**src/rtl/taxi_state_ctrl.sv**
```systemverilog
// taxi_state_ctrl: trip-state sequencer with stall timeout, seconds tick and trip counter
module taxi_state_ctrl #(
  parameter int STALL_TICKS = 200,
  parameter int TICK_DIV    = 100,
  parameter int TRIP_W      = 8
) (
  input  logic              clk,
  input  logic              rst_n,
  input  logic              btn_start,
  input  logic              btn_stop,
  input  logic              wheel_pulse,
  output logic [1:0]        state,
  output logic              sec_tick,
  output logic              trip_done,
  output logic [TRIP_W-1:0] trip_cnt
);
  localparam int SW = $clog2(STALL_TICKS);
  localparam int PW = $clog2(TICK_DIV);
  localparam logic [SW-1:0] STALL_MAX = SW'(STALL_TICKS - 1);
  localparam logic [PW-1:0] TICK_MAX = PW'(TICK_DIV - 1);
  typedef enum logic [1:0] {IDLE = 2'b00, MOVE = 2'b01, WAIT = 2'b11} st_t;
  st_t st;
  logic [2:0] s1, s2, prev;
  logic [SW-1:0] stall_cnt;
  logic [PW-1:0] prescale;
  logic start_e, stop_e, wheel_e, wrap, stall;
  assign {wheel_e, stop_e, start_e} = s2 & ~prev;
  assign wrap = prescale == TICK_MAX;
  assign stall = stall_cnt == STALL_MAX;
  assign state = st;
  always_ff @(posedge clk or negedge rst_n) begin
    if (!rst_n) begin
      st        <= IDLE;
      s1        <= '0;
      s2        <= '0;
      prev      <= '0;
      stall_cnt <= '0;
      prescale  <= '0;
      sec_tick  <= 1'b0;
      trip_done <= 1'b0;
      trip_cnt  <= '0;
    end else begin
      s1        <= {wheel_pulse, btn_stop, btn_start};
      s2        <= s1;
      prev      <= s2;
      trip_done <= 1'b0;
      sec_tick  <= 1'b0;
      prescale  <= '0;
      case (st)
        IDLE: if (start_e) begin
          st        <= MOVE;
          stall_cnt <= '0;
        end
        MOVE, WAIT: if (stop_e) begin
          st        <= IDLE;
          trip_done <= 1'b1;
          trip_cnt  <= &trip_cnt ? trip_cnt : trip_cnt + 1'b1;
        end else begin
          // prescale runs unbroken through MOVE<->WAIT so the tick phase is preserved
          prescale <= wrap ? '0 : prescale + 1'b1;
          sec_tick <= wrap;
          if (wheel_e) begin
            st        <= MOVE;
            stall_cnt <= '0;
          end else if (st == MOVE) begin
            st        <= stall ? WAIT : MOVE;
            stall_cnt <= stall ? '0 : stall_cnt + 1'b1;
          end
        end
        default: st <= IDLE;
      endcase
    end
  end
endmodule
```
**config.mk**
```make
export PLATFORM = sky130hd
export DESIGN_NAME = taxi_state_ctrl
export DESIGN_NICKNAME = d
export VERILOG_FILES = /design/src/rtl/taxi_state_ctrl.sv
export SDC_FILE = /design/constraint.sdc
export NUM_CORES = 1
export LEC_CHECK = 0
export ABC_AREA = 1
export CELL_PAD_IN_SITES_DETAIL_PLACEMENT = 1
export CELL_PAD_IN_SITES_GLOBAL_PLACEMENT = 2
export CORE_MARGIN = 5
export CORE_UTILIZATION = 31
export DETAILED_ROUTE_END_ITERATION = 10
export PLACE_DENSITY_LB_ADDON = 0.15
export SYNTH_ARGS = -nofsm -noshare
export SYNTH_HDL_FRONTEND = slang
export SYNTH_SLANG_ARGS = --single-unit
export TNS_END_PERCENT = 10
```
**constraint.sdc**
```tcl
create_clock -name clk -period 1.6 [get_ports clk]
set_clock_uncertainty 0.05 [all_clocks]
set_input_delay 0.32 -clock clk [delete_from_list [all_inputs] [get_ports clk]]
set_output_delay 0.32 -clock clk [all_outputs]
set_load 0.02 [all_outputs]
```
==> reports/results.txt, run 1 <==
Worst-path maximum fanout -> 8
Capturing point of the worst reg2reg path -> trip_cnt[0]$_DFFE_PN0P_
Worst r2r path cells -> 6
Antenna cells -> 0
Hold buffer count at cts -> 0
RSZ-0062 raised after global routing -> false
Antenna-violating nets left -> 0
WS Path Type -> reg -> reg
CP top delay family -> simple AND/OR/NAND/NOR gates
Power Density -> 1150 mW/mm^2
CTS root buf -> clkbuf_8
Most frequent cells in the layout -> 46 x nand2_1, 36 x dfrtp_1, 27 x inv_1
Routed WL -> 3610 um
DRC Markers -> 0
Worst R2R Start -> trip_cnt[0]$_DFFE_PN0P_
Finished Cell Area -> 0.00204 mm^2
Post-synth top flop -> dfrtp_1
CTS buffer count -> 5
Area growth syn-to-layout -> 22.1%
CTS max path bufs -> 2
Register area share after synthesis -> 53.9%
Post-CTS Setup Bufs -> 0
Drt via density -> 4.59
Die width -> 83.5 um
Final setup vio count -> 0
Die height -> 83.5 um
Cells after Synth -> 191
Period Utilization, post-route -> 91.0%
Max-slew headroom -> 79.5%
Hold Crit Start -> s1[0]$_DFF_PN0_
CP Data Required Time -> 1.76 ns
Vias in the first global route -> 1418
Die ar. -> 0.00697 mm^2
Hpwl dp -> 2680 um
FMAX -> 687 MHz
Syn Area/Cell -> 8.76 um^2
DRT iter0 DRCs -> 23
Final setup TNS -> 0 ns
First-pass GRT wire length -> 6340 um
Number of hold violations in the final report -> 0
Max Cap Violations -> 0
Min-Delay Path Class -> reg -> reg
Site Rows -> 26
Max incr delay on CP -> 0.41 ns
Buf+Inv Stages, Crit Path -> 0
Largest net degree at the start of global routing -> 37
FILL cells -> 619
H-tree depth -> 2
CP max-delay cell -> dfrtp_1
Placed Area -> 0.00195 mm^2
Startpoint types -> flop
CP Capture Type -> flop
Per-cell routed wire length -> 12.6 um
R2R Setup Slk -> 0.14 ns
Worst-Skew Late Latency -> 0.28 ns
Clk slew on worst S/H paths -> 0.07 ns
Hold EP -> s2[0]$_DFF_PN0_
Asr flop ratio synth -> 100%
Core ar. -> 0.00517 mm^2
Hold Path Depth -> 0
Synth Net Count -> 199
Crit-path cells -> ha_1 > nand2_2 > nor3_4 > nand2_2 > nand2_4 > xor2_2
I/O pin count -> 17
Routability Congestion -> 0.782
Via count -> 1318
Number of antenna violations at the first check in global routing -> 0
# port buffers -> 16
Distinct cells, synth -> 23
Total gr overflow -> 0
Outcome -> finished, final reports clean
Layout Nets -> 224
CTS sink count -> 36
Leading cell type in the layout, fill and taps excluded -> nand2_1
Share of cells above drive strength 1 -> 10.1%
Leakage -> 1.04 nW
Min Tclk post-route -> 1.46 ns
Most used cell, CP -> nand2_2
Max VDD drop -> 0.000613 V
GRT Total Usage -> 11.2%
Post-Syn Area -> 0.00167 mm^2
Final-report max-slew violation count -> 0
Number of synthesized flops with an enable pin -> 0
Final core utilization -> 39.5%
DR pass1 iterations -> 3
TritonCTS clock tree -> yes
Yosys warning total -> 0
Starting Density -> 32.3%
Yosys reg bits -> 36
Worst-Margin Slew -> 0.306 ns
Arr. time, crit path -> 1.62 ns
[where the power goes]
part / switching [mW] / internal (mW) / total, mW / leakage [nW]
combinational: 0.335 / 0.216 / 0.551 / 0.523
clock: 0.321 / 0.350 / 0.671 / 0.0445
sequential: 0.105 / 1.02 / 1.12 / 0.469
[cell families after synthesis]
logic type,share of synthesized area (%)
xor+xnor,4.11
flops,53.9
simple gates,28.6
fa+ha+maj,2.24
buf+inv,6.06
compound gates,5.09
[cell usage after synthesis, types with 2 or more instances]
master,number,area share [%]
nand2_2,4,1.5
ha_1,3,2.2
dfrtp_1,36,54
o21ai_0,5,1.5
nor3_1,6,1.8
nand3_1,13,3.9
o21ai_1,3,0.90
nand2_1,46,10
nand3b_1,2,0.90
xnor2_1,2,1.0
nor2_1,22,4.9
inv_1,27,6.1
a21oi_1,9,2.7
xor2_1,4,2.1
[registers in the layout, summed over array words and instances, names as in the netlist]
register / count
stall_cnt: 8
trip_cnt: 8
prescale: 7
prev: 3
s1: 3
s2: 3
state: 2
sec_tick: 1
trip_done: 1
[how the worst max path moves through the flow]
stage	start	to	slack [ns]	cells after the start
finish	trip_cnt[0]$_DFFE_PN0P_	trip_cnt[0]$_DFFE_PN0P_	0.14	6
global route	trip_cnt[0]$_DFFE_PN0P_	trip_cnt[5]$_DFFE_PN0P_	0.02	7
CTS	trip_done$_DFF_PN0_	trip_done	0.02	1
detailed placement	trip_cnt[0]$_DFFE_PN0P_	trip_cnt[3]$_DFFE_PN0P_	0.09	6
global placement	trip_cnt[0]$_DFFE_PN0P_	trip_cnt[3]$_DFFE_PN0P_	0.18	6
floorplan	trip_cnt[1]$_DFFE_PN0P_	trip_cnt[3]$_DFFE_PN0P_	0.18	6
[layer usage]
| layer | wire length (um) | global-route usage [%] |
|---|---|---|
| met5 | 0 | 0 |
| met1 | 1580 | 13.1 |
| met2 | 1850 | 19.0 |
| met4 | 38 | 5.12 |
| met3 | 138 | 2.86 |
[what timing repair did]
item                       CTS  global route
hold endpoints to repair     0             0
resized for setup           11             4
pin swaps                    0             0
setup endpoints to repair   11             4
[per-stage QoR]
stage	instances	power, mW	setup WS (ns)	hold WS [ns]
2_1_floorplan	191	1.49	0.177	-0.0256
5_1_grt	287	2.50	0.0158	0.320
3_3_place_gp	279	1.72	0.185	0.284
3_5_place_dp	279	1.74	0.0942	0.286
6_report	287	2.35	0.144	0.303
4_1_cts	287	2.40	0.0162	0.305
[final cells by class]
| type | instances | area, um^2 | share of cell area (%) |
|---|---|---|---|
| Sequential cell | 36 | 901 | 44.1 |
| Multi-Input combinational cell | 128 | 682 | 33.4 |
| Timing Repair Buffer | 18 | 176 | 8.64 |
| Inverter | 27 | 101 | 4.96 |
| Tap cell | 70 | 87.6 | 4.29 |
| Clock buffer | 7 | 86.3 | 4.23 |
| Clock inverter | 1 | 7.51 | 0.368 |
Power figures use the tool's default switching activity.
==> run 2: changes to the inputs <==
RECOVER_POWER = 100   (was unset)
==> run 2 against run 1 <==
Net effect:
- register-to-register slack barely moved
- global-route usage stayed put
- power down 0.43%
- sequential share of layout area rose by 0.52 points
- combinational power down 1%
- first-iteration DRC count grew 35%
- design area shrank 1.2%
- clock power is essentially flat
- clock-buffer cell count is the same
- flip-flop and latch count unchanged
- critical path depth is the same
- worst hold slack got worse by 0.00081 ns
- critical path type unchanged
- highest routed layer unchanged
==> reports/results.txt, run 2 (synthesized netlist as in run 1, its figures left out) <==
Total gr overflow -> 0 (unchanged)
CTS max path bufs -> 2 (unchanged)
Hpwl dp -> 2680 um (unchanged)
Hold_ws -> 0.302 ns (-0.000814 ns)
CTS sink count -> 36 (unchanged)
First-pass GRT wire length -> 6340 um (unchanged)
Share of cells above drive strength 1 -> 10.1% (unchanged)
WS Path Type -> reg -> reg
Leading cell type in the layout, fill and taps excluded -> nand2_1
DR pass1 iterations -> 4 (+1)
Setup ws final -> 0.144 ns (-0.0000540 ns)
Number of antenna violations at the first check in global routing -> 0 (unchanged)
Clk slew on worst S/H paths -> 0.07 ns (about the same)
Final-report max-slew violation count -> 0 (unchanged)
Worst-path maximum fanout -> 8 (unchanged)
Final setup TNS -> 0 ns (unchanged)
FMAX -> 687 MHz (about the same)
DRT iter0 DRCs -> 31 (+35%)
# port buffers -> 16 (unchanged)
CTS root buf -> clkbuf_8
Core ar. -> 0.00517 mm^2 (unchanged)
Routed WL -> 3630 um (+0.42%)
Hold buffer count at cts -> 0 (unchanged)
Antenna cells -> 0 (unchanged)
Worst-Skew Late Latency -> 0.28 ns (about the same)
Vias in the first global route -> 1418 (unchanged)
Largest net degree at the start of global routing -> 37 (unchanged)
Routability Congestion -> 0.782 (unchanged)
Via count -> 1317 (-0.076%)
Max Cap Violations -> 0 (unchanged)
I/O pin count -> 17 (unchanged)
DRC Markers -> 0 (unchanged)
Placed Instances -> 279 (unchanged)
Layout Nets -> 224 (unchanged)
Final setup vio count -> 0 (unchanged)
Leakage -> 1.01 nW (-2.2%)
Placed Area -> 0.00195 mm^2 (unchanged)
TritonCTS clock tree -> yes
Multi-input logic area -> 682 um^2 (unchanged)
RSZ-0062 raised after global routing -> false
Min Tclk post-route -> 1.46 ns (+0.0000540 ns)
Per-cell routed wire length -> 12.6 um (+0.42%)
Die ar. -> 0.00697 mm^2 (unchanged)
Largest registers -> stall_cnt: 8 flops, trip_cnt: 8 flops, prescale: 7 flops
Worst-Margin Slew -> 0.920 ns (+0.614 ns)
GRT Total Usage -> 11.2% (unchanged)
Finished Cell Area -> 0.00202 mm^2 (-1.2%)
Max-slew headroom -> 38.7% (-41 points)
Register Area -> 901 um^2 (unchanged)
Startpoint types -> flop
CP Data Required Time -> 1.76 ns (about the same)
Die height -> 83.5 um (unchanged)
Period Utilization, post-route -> 91.0% (about the same)
Number of hold violations in the final report -> 0 (unchanged)
Site Rows -> 26 (unchanged)
Min-Delay Path Class -> reg -> reg
Starting Density -> 32.3% (unchanged)
Die width -> 83.5 um (unchanged)
CTS buffer count -> 5 (unchanged)
Most frequent cells in the layout -> 46 x nand2_1, 36 x dfrtp_1, 27 x inv_1
Power Density -> 1160 mW/mm^2 (+0.74%)
Area growth syn-to-layout -> 20.6%
Arr. time, crit path -> 1.62 ns (about the same)
Pre-CTS setup slack -> 0.0942 ns (unchanged)
CP Capture Type -> flop
Outcome -> finished, final reports clean
Final non-filler cell total -> 287 (unchanged)
Drt via density -> 4.59 (about the same)
H-tree depth -> 2 (unchanged)
Antenna-violating nets left -> 0 (unchanged)
FILL cells -> 620 (+0.16%)
Max VDD drop -> 0.000613 V (about the same)
## run 2: cell types whose count changed in the layout (fill, tap and decap cells not counted), sizes merged
cell,delta
clkdlybuf4s50,-4
dlygate4sd3,+4
clkbuf,+2
buf,-1
dlymetal6s2s,-1
## run 2: final cells by class
type	instances	area share [%]
multi-input combinational	128	33.8
timing repair buffer	18	7.56
tap	70	4.34
clock inverter	1	0.372
sequential	36	44.6
inverter	27	5.02
clock buffer	7	4.28
## run 2: final timing paths
check,startpoint,endpoint,slack (ns),cells after the start
max,trip_cnt[0]$_DFFE_PN0P_,trip_cnt[0]$_DFFE_PN0P_,0.14,6
max in group asynchronous,rst_n,stall_cnt[4]$_DFFE_PN0P_,0.27,2
min in group asynchronous,rst_n,stall_cnt[2]$_DFFE_PN0P_,0.65,2
min reg2reg,s1[0]$_DFF_PN0_,s2[0]$_DFF_PN0_,0.30,0
max reg2reg,trip_cnt[0]$_DFFE_PN0P_,trip_cnt[0]$_DFFE_PN0P_,0.14,6
min,s1[0]$_DFF_PN0_,s2[0]$_DFF_PN0_,0.30,0
## run 2: what timing repair did
action,CTS,global route
gates resized for setup,11,4
endpoints found under the setup margin,11,4
hold endpoints to repair,0,0
buffers inserted,0,0
## run 2: critical path, cell delays in order, from the launching register on
cell and delay, ns:
dfrtp_1 0.41, ha_1 0.22, nand2_2 0.10, nor3_4 0.23, nand2_2 0.09, nand2_4 0.13, xor2_2 0.15
## run 2: through the flow
step / total power, mW / utilization [%]
2_1_floorplan: 1.49 / -
3_3_place_gp: 1.72 / 37.7
3_5_place_dp: 1.74 / 37.7
4_1_cts: 2.40 / 39.2
5_1_grt: 2.49 / 39.0
6_report: 2.34 / 39.0
## run 2: report_power, final
part | internal (mW) | switching, mW
Sequential | 1.02 | 0.104
Clock | 0.350 | 0.320
Combinational | 0.208 | 0.335
## run 2: routing by layer
metal | global-route usage [%] | routed length, um | part of all wire, % | vias to the layer above
met5 | 0 | 0 | 0 | -
li1 | - | - | - | 644
met2 | 19.0 | 1820 | 50 | 16
met1 | 13.1 | 1630 | 45 | 653
met4 | 5.12 | 38 | 1.0 | 0
met3 | 2.86 | 139 | 3.8 | 4
==> patch: new RTL, flow settings as in run 2 <==
The parameter `TICK_DIV` goes from 100 to 200.
--- a/src/rtl/taxi_state_ctrl.sv
+++ b/src/rtl/taxi_state_ctrl.sv
@@ -2,5 +2,5 @@
 module taxi_state_ctrl #(
   parameter int STALL_TICKS = 200,
-  parameter int TICK_DIV    = 100,
+  parameter int TICK_DIV    = 200,
   parameter int TRIP_W      = 8
 ) (
Formal check against the unedited RTL: same outputs for any inputs over 10 cycles, from zero or initial values and one cycle with rst_n low; that may be too few to reach the edited logic, so the function may still have changed.
==> patch against run 2 <==
  * Combinational power grew 30%
  * Synthesized area rose by 4.6%
  * Routed wire length is 5.2% higher
  * Setup slack got worse by 15 ps
  * Power increased by 9.1%
  * Final area increased by 4.0%
  * Sequential cell count up 1
  * Critical endpoint is now trip_cnt[2]
  * Highest routed layer unchanged
==> patch: results (changes against run 2) <==
Global route
  • Largest net degree at the start of global routing: 38 (was 37)
  • Vias in the first global route: 1508 (was 1418)
  • First-pass GRT wire length: 6920 um (was 6340 um)
  • GRT Total Usage: 0.117 (was 0.112)

Place
  • Final GP Congestion: 0.785 (was 0.782)
  • Placement Cell Area: 2020 um^2 (was 1950 um^2)
  • Cells after DPL: 299 (was 279)
  • Detailed placer's ending HPWL: 2870 um (was 2680 um)

Final layout
  • Largest regs: prescale (8), stall_cnt (8), trip_cnt (8) (was stall_cnt (8), trip_cnt (8), prescale (7))
  • Ratio of cells with drive above 1 in the final layout: 0.102 (was 0.101)
  • Nets@finish: 243 (was 224)

Run status
  • Status: finished clean (unchanged)

Worst setup path
  • R2R Setup Slk: 160 ps (was 140 ps)
  • CP top delay family: flip-flops (was simple AND/OR/NAND/NOR gates)
  • Crit Path Max Fanout: 6 (was 8)
  • Worst stage delay on the critical path: 450 ps (was 410 ps)
  • Crit path DAT: 1100 ps (was 1620 ps)

Synth
  • Top post-synthesis cells by area: dfrtp_1, nand2_1, nand3_1 (was dfrtp_1, nand2_1, inv_1)
  • Syn Inst Count: 209 (was 191)
  • Syn_nets: 218 (was 199)

Detailed routing
  • WL final: 3810 um (was 3630 um)
  • Initial DRC count: 38 (was 31)
  • Vias: 1366 (was 1317)

Pwr
  • VDD IR max: 0.547 mV (was 0.613 mV)

Timing
  • Slew headroom: 0.370 (was 0.387)
patch: metal layers:
metal / global-route usage / share of wire / vias to the layer above / routed length [um]
li1: - / - / 704 / -
met4: 0.0489 / 0.017 / 0 / 66
met1: 0.150 / 0.50 / 641 / 1910
met2: 0.191 / 0.46 / 15 / 1750
met3: 0.0252 / 0.024 / 6 / 90
met5: 0 / 0 / - / 0
patch: repair_timing:
action / in CTS / in global routing
hold endpoints to repair: 0 / 0
endpoints found under the setup margin: 10 / 8
hold buffers: 0 / 0
pin swaps: 0 / 0
resized for setup: 10 / 6
gates cloned: 0 / 0
patch: cell families (layout without fill, tap and decap cells):
group,Yosys count,after routing,synth area share
AOI/OAI and AO/OA,13,13,0.0458
xor gates and xnor gates,7,7,0.0350
adders and majority gates,4,4,0.0286
buffers and inverters,28,54,0.0643
DFF,37,37,0.529
and+or+nand+nor,120,120,0.297
patch: power breakdown:
| part | switching (mW) | internal [mW] |
|---|---|---|
| combinational | 0.434 | 0.274 |
| sequential | 0.147 | 1.05 |
| clock | 0.337 | 0.301 |
| total | 0.919 | 1.63 |
patch: how the worst max path moves through the flow:
| stage | startpoint | to | cells past startpoint |
|---|---|---|---|
| finish | trip_cnt[2] | trip_cnt[2] | 1 |
| global route | trip_cnt[0] | trip_cnt[1] | 8 |
| CTS | sec_tick | sec_tick | 1 |
| detailed placement | trip_cnt[0] | trip_cnt[7] | 8 |
| global placement | state[0] | state[0] | 1 |
| floorplan | trip_cnt[0] | trip_cnt[7] | 8 |
patch: layout make-up:
| type | count | area [um^2] |
|---|---|---|
| repair buffers | 19 | 173 |
| multi-input cells | 144 | 722 |
| fillers | 675 | 3410 |
| inverters | 27 | 101 |
| clock buffers | 5 | 68.8 |
| well taps | 72 | 90.1 |
| clock inverters | 3 | 17.5 |
| flip-flops and latches | 37 | 927 |
